$ cat src/rtl/show_uart_pkg.sv
// Shared types and constants for the debug-frame UART transmitter.
package show_uart_pkg;

  typedef enum logic [1:0] {IDLE, START, DATA, STOP} state_t;

  localparam logic [7:0] SYNC_BYTE = 8'hA5;
  localparam logic [4:0] MAX_LEN   = 5'd16;

  function automatic logic [4:0] clamp_len(input logic [4:0] l);
    return (l > MAX_LEN) ? MAX_LEN : l;
  endfunction

endpackage

$ cat src/rtl/uart_byte_tx.sv
// 8N1 single-byte shifter. ready is also high in the last STOP cycle so that
// a following byte can start with no idle gap between characters.
module uart_byte_tx
  import show_uart_pkg::*;
#(
  parameter int CLKS_PER_BIT = 868
) (
  input  logic       clk,
  input  logic       reset,
  input  logic       start,
  input  logic [7:0] data,
  output logic       tx,
  output logic       ready
);

  state_t      state, state_nxt;
  logic [15:0] baud;
  logic [2:0]  bit_cnt;
  logic [7:0]  shreg;
  logic        term, load;

  assign term = (baud == 16'(CLKS_PER_BIT - 1));
  assign load = ready && start;

  always_ff @(posedge clk or negedge reset) begin
    if (!reset) state <= IDLE;
    else        state <= state_nxt;
  end

  always_comb begin
    state_nxt = state;
    case (state)
      IDLE:    if (start) state_nxt = START;
      START:   if (term) state_nxt = DATA;
      DATA:    if (term && bit_cnt == 3'd7) state_nxt = STOP;
      STOP:    if (term) state_nxt = start ? START : IDLE;
      default: state_nxt = IDLE;
    endcase
  end

  always_comb begin
    tx    = 1'b1;
    ready = 1'b0;
    case (state)
      IDLE:    ready = 1'b1;
      START:   tx = 1'b0;
      DATA:    tx = shreg[0];
      STOP:    ready = term;
      default: tx = 1'b1;
    endcase
  end

  always_ff @(posedge clk or negedge reset) begin
    if (!reset) begin
      baud    <= '0;
      bit_cnt <= '0;
      shreg   <= '0;
    end else begin
      if (state == IDLE || term) baud <= '0;
      else                       baud <= baud + 16'd1;
      if (state != DATA) bit_cnt <= '0;
      else if (term)     bit_cnt <= bit_cnt + 3'd1;
      if (load)                       shreg <= data;
      else if (state == DATA && term) shreg <= {1'b0, shreg[7:1]};
    end
  end

endmodule

$ cat src/rtl/show_uart_tx.sv
// Debug-frame UART transmitter: snapshots a frame on send and emits it MSB byte
// first as 8N1. Define SHOW_UART_HDR_EN to prefix each frame with A5 and length.
module show_uart_tx
  import show_uart_pkg::*;
#(
  parameter int CLKS_PER_BIT = 868,
  parameter int FRAME_BYTES  = 16
) (
  input  logic                     clk,
  input  logic                     reset,
  input  logic                     send,
  input  logic [8*FRAME_BYTES-1:0] tx_show,
  input  logic [4:0]               show_len,
  output logic                     tx,
  output logic                     busy,
  output logic                     done,
  output logic [7:0]               drop_cnt
);

  logic [FRAME_BYTES-1:0][7:0] frame;
  logic [4:0] len_in, rem;
  logic [3:0] idx, first_idx;
  logic       hdr_pend, accept, drop, more, byte_ready, byte_start;
  logic [7:0] byte_data;

  assign len_in     = clamp_len(show_len);
  assign first_idx  = 4'(len_in - 5'd1);
  // The done cycle still belongs to the previous frame, so sends there drop.
  assign accept     = send && (show_len != '0) && !busy && !done;
  assign drop       = send && (show_len != '0) && (busy || done);
  assign more       = (rem != '0);
  assign byte_start = accept || (busy && byte_ready && more);

`ifdef SHOW_UART_HDR_EN
  logic [4:0] len_r;

  always_ff @(posedge clk or negedge reset) begin
    if (!reset) begin
      len_r    <= '0;
      hdr_pend <= 1'b0;
    end else if (accept) begin
      len_r    <= len_in;
      hdr_pend <= 1'b1;
    end else if (busy && byte_ready && more) begin
      hdr_pend <= 1'b0;
    end
  end

  always_comb begin
    byte_data = frame[idx];
    if (!busy)         byte_data = SYNC_BYTE;
    else if (hdr_pend) byte_data = {3'b000, len_r};
  end
`else
  logic [FRAME_BYTES-1:0][7:0] in_bytes;

  assign in_bytes = tx_show;
  assign hdr_pend = 1'b0;

  // First byte comes straight from the inputs since the buffer loads this cycle.
  always_comb begin
    byte_data = frame[idx];
    if (!busy) byte_data = in_bytes[first_idx];
  end
`endif

  always_ff @(posedge clk or negedge reset) begin
    if (!reset) begin
      frame    <= '0;
      idx      <= '0;
      rem      <= '0;
      busy     <= 1'b0;
      done     <= 1'b0;
      drop_cnt <= '0;
    end else begin
      done <= busy && byte_ready && !more;
      if (drop && drop_cnt != 8'hFF) drop_cnt <= drop_cnt + 8'd1;
      if (accept) begin
        frame <= tx_show;
        busy  <= 1'b1;
`ifdef SHOW_UART_HDR_EN
        idx <= first_idx;
        rem <= len_in + 5'd1;
`else
        idx <= first_idx - 4'd1;
        rem <= len_in - 5'd1;
`endif
      end else if (busy && byte_ready) begin
        if (more) begin
          rem <= rem - 5'd1;
          if (!hdr_pend) idx <= idx - 4'd1;
        end else begin
          busy <= 1'b0;
        end
      end
    end
  end

  uart_byte_tx #(.CLKS_PER_BIT(CLKS_PER_BIT)) u_byte (
    .clk   (clk),
    .reset (reset),
    .start (byte_start),
    .data  (byte_data),
    .tx    (tx),
    .ready (byte_ready)
  );

endmodule

$ cat config.mk
export PLATFORM = sky130hd
export DESIGN_NAME = show_uart_tx
export DESIGN_NICKNAME = d
export VERILOG_FILES = /design/src/rtl/show_uart_pkg.sv /design/src/rtl/uart_byte_tx.sv /design/src/rtl/show_uart_tx.sv
export SDC_FILE = /design/constraint.sdc
export NUM_CORES = 1
export LEC_CHECK = 0
export BUFFER_PORTS_ARGS = -buffer_cell sky130_fd_sc_hd__buf_2
export CORE_UTILIZATION = 30
export CTS_CLUSTER_SIZE = 40
export DETAILED_ROUTE_END_ITERATION = 8
export PLACE_DENSITY_LB_ADDON = 0.3
export SYNTH_ARGS = -nofsm -noshare
export SYNTH_HDL_FRONTEND = slang
export SYNTH_SLANG_ARGS = --single-unit
$ cat constraint.sdc
create_clock -name clk -period 3.3 [get_ports clk]
set_input_delay 0.33 -clock clk [delete_from_list [all_inputs] [get_ports clk]]
set_output_delay 0.33 -clock clk [all_outputs]
set_load 0.01 [all_outputs]
==> qor.txt, run 1 <==
CRITICAL PATH
--------------------------------------------------------------------------------
Worst reg2reg endpoint                                              u_byte.shreg[0]
Critical Setup Path Class                                             reg -> reg
Flop-to-flop setup slack                                                  610 ps
Worst Setup EP                                                      u_byte.shreg[0]
Worst-path fanout max                                                         16
Worst setup path startpoint                                         u_byte.baud[7]
Endpoint required time on the critical path                              3600 ps
Depth of the worst register-to-register path                                   6
Critical register-to-register path startpoint                       u_byte.baud[7]
Capturing element type of the critical path                                 flop
Endpoint arrival time on the critical path                               2990 ps
Startpoint kind of the worst setup timing path                              flop

ROUTING
--------------------------------------------------------------------------------
Routed length on met2                                                   13790 um
Post-detailed-route DRC marker count                                          20
Number of DRC markers in iteration 0                                         617
DR WL/cell                                                              18.33 um
Detailed-route via count                                                    7492
WL met1                                                                 11480 um
Total Wirelength                                                        27480 um
Metal3 WL                                                                1443 um
Top Layer Used                                                              met5
Antenna-violating nets left                                                    0
Vias per cell                                                              4.998
Number of detailed-route iterations in the first pass                          8

GRT
--------------------------------------------------------------------------------
Global-route wire length before repair                                  43820 um
GRT Resource Usage Total                                                  0.1772
Total global routing overflow                                                  0
Maximum number of pins on one net before global-route repair                  73
Vias in the first global route                                              7606
Number of antenna violations at the first check in global routing              2

LOGIC SYNTHESIS
--------------------------------------------------------------------------------
Share of synthesized flip-flops with an asynchronous set or reset          1.000
Most repeated cell in the gate-level netlist after synthesis        sky130_fd_sc_hd__nand2_1
Commonest cells in the netlist                                      sky130_fd_sc_hd__nand2_1 (406), sky130_fd_sc_hd__dfrtp_1 (176), sky130_fd_sc_hd__mux4_2 (62), sky130_fd_sc_hd__clkbuf_1 (49), sky130_fd_sc_hd__nor2_1 (32)
Top FF cell, synth                                                  sky130_fd_sc_hd__dfrtp_1
Share of the synthesized area in the top cell type                        0.4662
Top cells by area, synth                                            sky130_fd_sc_hd__dfrtp_1 (47%), sky130_fd_sc_hd__nand2_1 (16%), sky130_fd_sc_hd__mux4_2 (15%), sky130_fd_sc_hd__mux2i_1 (2.9%), sky130_fd_sc_hd__clkbuf_1 (1.9%)
Synth Area per Inst                                                   9.810 um^2
Number of register bits inferred by synthesis                                176
Netlist area before placement                                       0.009447 mm^2
Cell type with the highest aggregate area in the netlist            sky130_fd_sc_hd__dfrtp_1
Count of unique library cells instantiated by Yosys                           56
Syn_nets                                                                    1110
Yosys warning count                                                            0
Sequential share of the synthesized area                                  0.4662
Cell count after synthesis                                                   963
Number of flops mapped to enable cells by yosys                                0

CELLS AND AREA
--------------------------------------------------------------------------------
Final-layout fill cell count                                                3128
Final standard cell area without fillers                            0.01126 mm^2
Net total in the final layout                                               1235
Area growth from synthesis to layout                                      19.22%
Fraction of layout instances using a drive strength above 1               0.2616

CLOCK NETWORK
--------------------------------------------------------------------------------
Clock network latency to the later pin of the worst-skew pair             450 ps
Number of clock sinks                                                        176
TritonCTS clock tree                                                       built
Clock root buffer                                                   sky130_fd_sc_hd__clkbuf_16
CTS clk-pin slew, worst paths                                              70 ps
Number of buffers inserted to repair setup after CTS                           0
Inserted Clock Buffers                                                        17
Number of H-tree levels                                                        4
Maximum count of clock buffers along a single path                             2

STATUS
--------------------------------------------------------------------------------
Violations in the final reports                                              DRC
Result of the run                                                   finished with violations

HOLD PATH
--------------------------------------------------------------------------------
Type of the tightest min-delay check                                   in -> reg
Critical hold path startpoint                                       tx_show[106]

POWER AND IR DROP
--------------------------------------------------------------------------------
Total Power Consumption                                                 4.856 mW
LEAKAGE                                                                 5.662 nW
Pwr/cell area                                                       431.2 mW/mm^2
Largest vdd supply drop                                              0.0003467 V

STA
--------------------------------------------------------------------------------
Max frequency                                                          372.0 MHz
Final setup violation count                                                    0
TNS Setup                                                                   0 ps
Setup repair after global routing missed its margin                        false
Final critical-path required period                                      2688 ps
Worst clock skew                                                        16.66 ps
Final Hold Violating Endpoints                                                 0
Number of max-slew violations in the final report                              0
Max_slew headroom                                                         0.4753
Final critical-path share of the clock period                             0.8146
Least-Margin Pin Slew                                                   787.0 ps
Min Hold Slack                                                          92.79 ps

PLACED DESIGN
--------------------------------------------------------------------------------
Final weighted congestion of routability-driven global placement          0.8015
Number of input and output port buffers inserted                             146
Post-DP HPWL                                                            19790 um
Dpl cell area                                                       0.01067 mm^2

DIE
--------------------------------------------------------------------------------
I/O pin total                                                                147
Initial Utilization                                                       0.3072
Y dimension of the die                                                  179.5 um
Number of standard-cell rows in the floorplan                                 64
Core region area                                                    0.03075 mm^2
Die footprint                                                       0.03220 mm^2
Width of the die                                                        179.5 um

JOB
--------------------------------------------------------------------------------
Max-cap viol count                                                             0

## where the power goes
part	total (mW)	switching (mW)	internal, mW
combinational	0.572	0.301	0.272
sequential	2.26	0.0549	2.20
clock	2.03	0.997	1.03
total	4.86	1.35	3.50
## state kept, by name, summed over array words and instances, names as in the netlist
| register | cells |
|---|---|
| u_byte.bit_cnt | 3 |
| u_byte.shreg | 8 |
| u_byte.state | 2 |
| drop_cnt | 8 |
| idx | 4 |
| frame | 128 |
| rem | 5 |
| u_byte.baud | 16 |
| done | 1 |
| busy | 1 |
## layout by cell type (no fill, tap or decap), types with 2 or more instances in the layout
cell	Yosys	final
sky130_fd_sc_hd__or3b_2	2	2
sky130_fd_sc_hd__dfrtp_1	176	175
sky130_fd_sc_hd__nor2b_1	7	6
sky130_fd_sc_hd__mux2_2	15	15
sky130_fd_sc_hd__or3_1	7	7
sky130_fd_sc_hd__diode_2	0	2
sky130_fd_sc_hd__nand2_1	406	406
sky130_fd_sc_hd__or4_1	2	2
sky130_fd_sc_hd__clkbuf_16	0	17
sky130_fd_sc_hd__ha_1	11	11
sky130_fd_sc_hd__nand3b_1	2	2
sky130_fd_sc_hd__a22oi_2	2	2
sky130_fd_sc_hd__buf_2	8	145
sky130_fd_sc_hd__clkinvlp_4	0	3
sky130_fd_sc_hd__nor3_1	9	9
sky130_fd_sc_hd__a211oi_1	3	3
sky130_fd_sc_hd__o21bai_1	2	2
sky130_fd_sc_hd__buf_4	1	15
sky130_fd_sc_hd__mux4_2	62	62
sky130_fd_sc_hd__nand3_1	15	14
sky130_fd_sc_hd__clkinv_8	0	2
sky130_fd_sc_hd__inv_6	0	3
sky130_fd_sc_hd__a221o_1	5	5
sky130_fd_sc_hd__mux2i_1	27	27
sky130_fd_sc_hd__o21ai_0	12	12
sky130_fd_sc_hd__buf_12	0	4
sky130_fd_sc_hd__nor2_1	32	32
sky130_fd_sc_hd__inv_8	0	5
sky130_fd_sc_hd__inv_1	10	10
sky130_fd_sc_hd__and3_1	4	4
sky130_fd_sc_hd__o22ai_1	7	7
sky130_fd_sc_hd__xor2_1	9	9
sky130_fd_sc_hd__a21oi_1	20	20
sky130_fd_sc_hd__nand2b_1	3	3
sky130_fd_sc_hd__nor3b_1	6	6
sky130_fd_sc_hd__nand4_1	4	4
sky130_fd_sc_hd__xnor2_1	20	19
## worst min path at each step
stage | end | slack (ps) | cells past startpoint
floorplan | busy | 30 | 0
global placement | drop_cnt[6] | 330 | 1
detailed placement | drop_cnt[2] | 330 | 1
CTS | frame[106] | 80 | 3
global route | frame[98] | 90 | 3
finish | frame[106] | 90 | 3
## through the flow
step | util | worst slack (ps) | std cells
floorplan | - | 45.61 | 963
finish | 0.3663 | 611.7 | 1499
CTS | 0.3661 | 595.5 | 1497
global route | 0.3661 | 438.4 | 1497
detailed placement | 0.3468 | 603.2 | 1464
global placement | 0.3468 | 638.7 | 1464
## kinds of logic (layout without fill, tap and decap cells)
group                    Yosys count  count (layout)  synth area share
AND/OR/NAND/NOR                  508             508            0.2223
flip-flops                       176             176            0.4662
multiplexers                     104             104            0.1943
buffers and inverters             70             208           0.03007
AO/OA/AOI/OAI                     65              65           0.04570
XOR/XNOR                          29              29           0.02689
adder cells (fa/ha/maj)           11              11           0.01457
other                              0               2                 0
## worst max-delay path: stages, from the launching register on
cell and delay, ps:
sky130_fd_sc_hd__dfrtp_1 420, sky130_fd_sc_hd__or4_4 570, sky130_fd_sc_hd__nor4_4 380, sky130_fd_sc_hd__a21oi_2 190, sky130_fd_sc_hd__or3_1 650, sky130_fd_sc_hd__a21oi_1 250, sky130_fd_sc_hd__a22oi_2 100
## timing repair
item | in CTS | in global routing
endpoints found under the hold margin | 50 | 0
resized for setup | 0 | 0
hold buffers | 1 | 0
## area by class of cell
class / instances / area [um^2] / area share
Multi-Input combinational cell: 717 / 4797 / 0.4260
Clock inverter: 14 / 142.6 / 0.01267
Timing Repair Buffer: 166 / 939.7 / 0.08343
Clock buffer: 18 / 439.2 / 0.03900
Tap cell: 396 / 495.5 / 0.04399
Inverter: 10 / 37.54 / 0.003333
Antenna cell: 2 / 5.005 / 0.0004444
Sequential cell: 176 / 4405 / 0.3912
## layer usage
metal | vias to the layer above | global-route usage
met5 | - | 0
li1 | 3521 | -
met2 | 221 | 0.3038
met3 | 46 | 0.03525
met4 | 2 | 0.06345
met1 | 3702 | 0.2216
No activity file was read; power rests on OpenSTA's default activity.
==> inputs of run 2 (changes only) <==
--- a/config.mk
+++ b/config.mk
@@ -5,6 +5,7 @@
 export SDC_FILE = /design/constraint.sdc
 export NUM_CORES = 1
 export LEC_CHECK = 0
+export ABC_AREA = 1
 export BUFFER_PORTS_ARGS = -buffer_cell sky130_fd_sc_hd__buf_2
 export CORE_UTILIZATION = 30
 export CTS_CLUSTER_SIZE = 40
==> constraint.sdc (replaced) <==
create_clock -name clk -period 2.6 [get_ports clk]
set_input_delay 0.26 -clock clk [delete_from_list [all_inputs] [get_ports clk]]
set_output_delay 0.26 -clock clk [all_outputs]
set_load 0.01 [all_outputs]
==> run 2 against run 1 <==
  * The run now ends clean
  * Worst hold slack lost 61 ps
  * Critical path depth rose by 6
  * Core utilization is 0.40 points lower
  * Design area up 5.5%
  * Clock power grew 32%
  * Worst setup slack worse by 250 ps
  * Highest routed layer is now met4
  * Power grew 46%
  * Via count up 30%
  * Critical endpoint is now u_byte.shreg[4]
  * Synthesized cell count increased by 45%
  * Final cell count increased by 31%
==> qor.txt, run 2 <==
STATUS
-------------------------------------------------------------------------------------
Result of the run                                                        finished clean

LOGIC SYNTHESIS
-------------------------------------------------------------------------------------
Sequential share of the synthesized area                                       0.4367
Top FF cell, synth                                                       sky130_fd_sc_hd__dfrtp_1
Share of synthesized flip-flops with an asynchronous set or reset               1.000
Netlist area before placement                                            0.01009 mm^2
Cell count after synthesis                                                       1400
Cell type with the highest aggregate area in the netlist                 sky130_fd_sc_hd__dfrtp_1
Syn_nets                                                                         1547
Commonest cells in the netlist                                           sky130_fd_sc_hd__nand2_1 (323), sky130_fd_sc_hd__o21ai_0 (198), sky130_fd_sc_hd__nand3_1 (195), sky130_fd_sc_hd__dfrtp_1 (176), sky130_fd_sc_hd__inv_1 (166)
Number of flops mapped to enable cells by yosys                                     0
Share of the synthesized area in the top cell type                             0.4367
Number of register bits inferred by synthesis                                     176
Synth Area per Inst                                                        7.204 um^2
Yosys warning count                                                                 0
Top cells by area, synth                                                 sky130_fd_sc_hd__dfrtp_1 (44%), sky130_fd_sc_hd__nand2_1 (12%), sky130_fd_sc_hd__o21ai_0 (9.8%), sky130_fd_sc_hd__nand3_1 (9.7%), sky130_fd_sc_hd__inv_1 (6.2%)
Most repeated cell in the gate-level netlist after synthesis             sky130_fd_sc_hd__nand2_1
Count of unique library cells instantiated by Yosys                                42

CLOCK NETWORK
-------------------------------------------------------------------------------------
Maximum count of clock buffers along a single path                                  2
Number of clock sinks                                                             176
Clock root buffer                                                        sky130_fd_sc_hd__clkbuf_16
Inserted Clock Buffers                                                             17
Number of H-tree levels                                                             4
TritonCTS clock tree                                                            built
Clock network latency to the later pin of the worst-skew pair                  440 ps
Number of buffers inserted to repair setup after CTS                                0
CTS clk-pin slew, worst paths                                                   70 ps

HOLD PATH
-------------------------------------------------------------------------------------
Type of the tightest min-delay check                                        in -> reg

STA
-------------------------------------------------------------------------------------
Max_slew headroom                                                              0.5038
Setup repair after global routing missed its margin                             false
Final critical-path share of the clock period                                  0.8599
Final critical-path required period                                           2236 ps
Max frequency                                                               447.3 MHz
Least-Margin Pin Slew                                                        743.4 ps
Worst clock skew                                                             12.11 ps
Final setup violation count                                                         0
Final Hold Violating Endpoints                                                      0
Number of max-slew violations in the final report                                   0
Crit path setup slack, layout                                                364.4 ps
TNS Setup                                                                        0 ps

CRITICAL PATH
-------------------------------------------------------------------------------------
List of cells traversed by the critical path                             inv_1 > nand3b_1 > nor2_2 > nand2_2 > nand2_4 > nand3_2 > nand2_2 > nand3b_4 > nand2_2 > inv_1 > nand2_1 > nand2_1
Longest individual stage delay on the worst path                               410 ps
Critical Setup Path Class                                                  reg -> reg
Capturing element type of the critical path                                      flop
Startpoint kind of the worst setup timing path                                   flop
Endpoint arrival time on the critical path                                    2560 ps
Worst-path fanout max                                                              16
Standard cell with the maximum stage delay on the critical path          sky130_fd_sc_hd__dfrtp_1
Cell seen most often among critical-path stages                          sky130_fd_sc_hd__nand2_2
Endpoint required time on the critical path                                   2930 ps

PLACED DESIGN
-------------------------------------------------------------------------------------
Number of input and output port buffers inserted                                  146
Placement Setup Slack                                                        163.6 ps
Final weighted congestion of routability-driven global placement               0.8419
Post-DP HPWL                                                                 22400 um

ROUTING
-------------------------------------------------------------------------------------
DR WL/cell                                                                   16.45 um
Post-detailed-route DRC marker count                                                0
Detailed-route via count                                                         9720
Number of detailed-route iterations in the first pass                               5
Number of DRC markers in iteration 0                                              751
Total Wirelength                                                             32290 um
Antenna-violating nets left                                                         0
Vias per cell                                                                   4.952

JOB
-------------------------------------------------------------------------------------
Max-cap viol count                                                                  0

POWER AND IR DROP
-------------------------------------------------------------------------------------
Pwr/cell area                                                            596.7 mW/mm^2
LEAKAGE                                                                      6.034 nW
Largest vdd supply drop                                                   0.0006190 V

DIE
-------------------------------------------------------------------------------------
Core region area                                                         0.03278 mm^2
Initial Utilization                                                            0.3076
Y dimension of the die                                                       185.4 um
Width of the die                                                             185.4 um
Number of standard-cell rows in the floorplan                                      66
I/O pin total                                                                     147
Die footprint                                                            0.03436 mm^2

GRT
-------------------------------------------------------------------------------------
GRT Resource Usage Total                                                       0.1965
Number of antenna violations at the first check in global routing                   0
Global-route wire length before repair                                       52030 um
Maximum number of pins on one net before global-route repair                       92
Total global routing overflow                                                       0
Vias in the first global route                                                   9366

CELLS AND AREA
-------------------------------------------------------------------------------------
Area of the multi-input gates                                            0.004637 mm^2
Flip-flop count of the largest register after layout                              128
Net total in the final layout                                                    1655
Fraction of layout instances using a drive strength above 1                    0.1545
Top Registers                                                            frame (128), u_byte.baud (16)
Register bank with the most flops                                               frame
Area growth from synthesis to layout                                           17.75%
Diode count                                                                         0
Commonest non-fill, non-tap cells in the layout                          sky130_fd_sc_hd__nand2_1 (323), sky130_fd_sc_hd__o21ai_0 (198), sky130_fd_sc_hd__nand3_1 (195)
Combined flip-flop and latch cell area                                   0.004405 mm^2
Most frequent standard cell in the layout excluding fill and tap cells   sky130_fd_sc_hd__nand2_1
Final-layout fill cell count                                                     3554

-- run 2: worst max-delay path, delay by kind of cell (launching register included) --
| family | cells | cell delay, ps |
|---|---|---|
| simple gates | 10 | 1390 |
| flops | 1 | 410 |
| buf+inv | 2 | 300 |
-- run 2: area by class of cell --
class	instances	share of cell area
Multi-Input combinational cell	965	0.3904
Timing Repair Buffer	174	0.08628
Clock buffer	19	0.03814
Tap cell	442	0.04657
Inverter	174	0.05542
Sequential cell	176	0.3709
Clock inverter	13	0.01222
-- run 2: final timing paths --
kind                                 startpoint               to  slack [ps]  cells past startpoint
worst max-delay path            u_byte.baud[13]  u_byte.shreg[4]         360                     12
max in group asynchronous                 reset        frame[78]        1530                      3
worst min-delay path                tx_show[72]        frame[72]          30                      3
worst max register to register  u_byte.baud[13]  u_byte.shreg[4]         360                     12
worst min register to register   u_byte.baud[0]   u_byte.baud[0]         460                      1
min in group asynchronous                 reset         frame[4]         230                      2
-- run 2: kinds of logic after synthesis --
logic type | count (synthesis) | synth area share
AOI/OAI and AO/OA | 273 | 0.1460
xor gates and xnor gates | 13 | 0.01129
adders and majority gates | 11 | 0.01365
buffers and inverters | 259 | 0.1036
DFF | 176 | 0.4367
muxes | 1 | 0.001116
and+or+nand+nor | 667 | 0.2877
-- run 2: power by group --
| group | switching (mW) | leakage [nW] | internal [mW] | total [mW] |
|---|---|---|---|---|
| logic | 0.878 | 3.54 | 0.495 | 1.37 |
| registers | 0.122 | 2.20 | 2.91 | 3.03 |
| clock network | 1.26 | 0.290 | 1.42 | 2.68 |
| total | 2.26 | 6.03 | 4.82 | 7.09 |
-- run 2: metrics by stage --
| stage | power [mW] | area (um^2) | std cells | hold slack, ps | util |
|---|---|---|---|---|---|
| after floorplan | 3.873 | 10090 | 1400 | -35.59 | - |
| after global placement | 4.441 | 11270 | 1930 | 118.8 | 0.3437 |
| after detailed placement | 4.460 | 11270 | 1930 | 117.3 | 0.3437 |
| after CTS | 7.143 | 11880 | 1963 | 9.818 | 0.3623 |
| after global routing | 7.444 | 11880 | 1963 | 24.77 | 0.3623 |
| final | 7.086 | 11880 | 1963 | 31.85 | 0.3623 |
-- run 2: per-layer routing --
metal,global-route usage,share of wire,up-vias
met1,0.2845,0.49,4584
met2,0.2980,0.44,363
met3,0.03834,0.064,22
met4,0.04694,0.011,0
met5,0,0,-
li1,-,-,4751
-- run 2: timing repair --
item	4_1_cts	5_1_grt
hold endpoints to repair	133	0
hold buffers	1	0
resized for setup	0	0
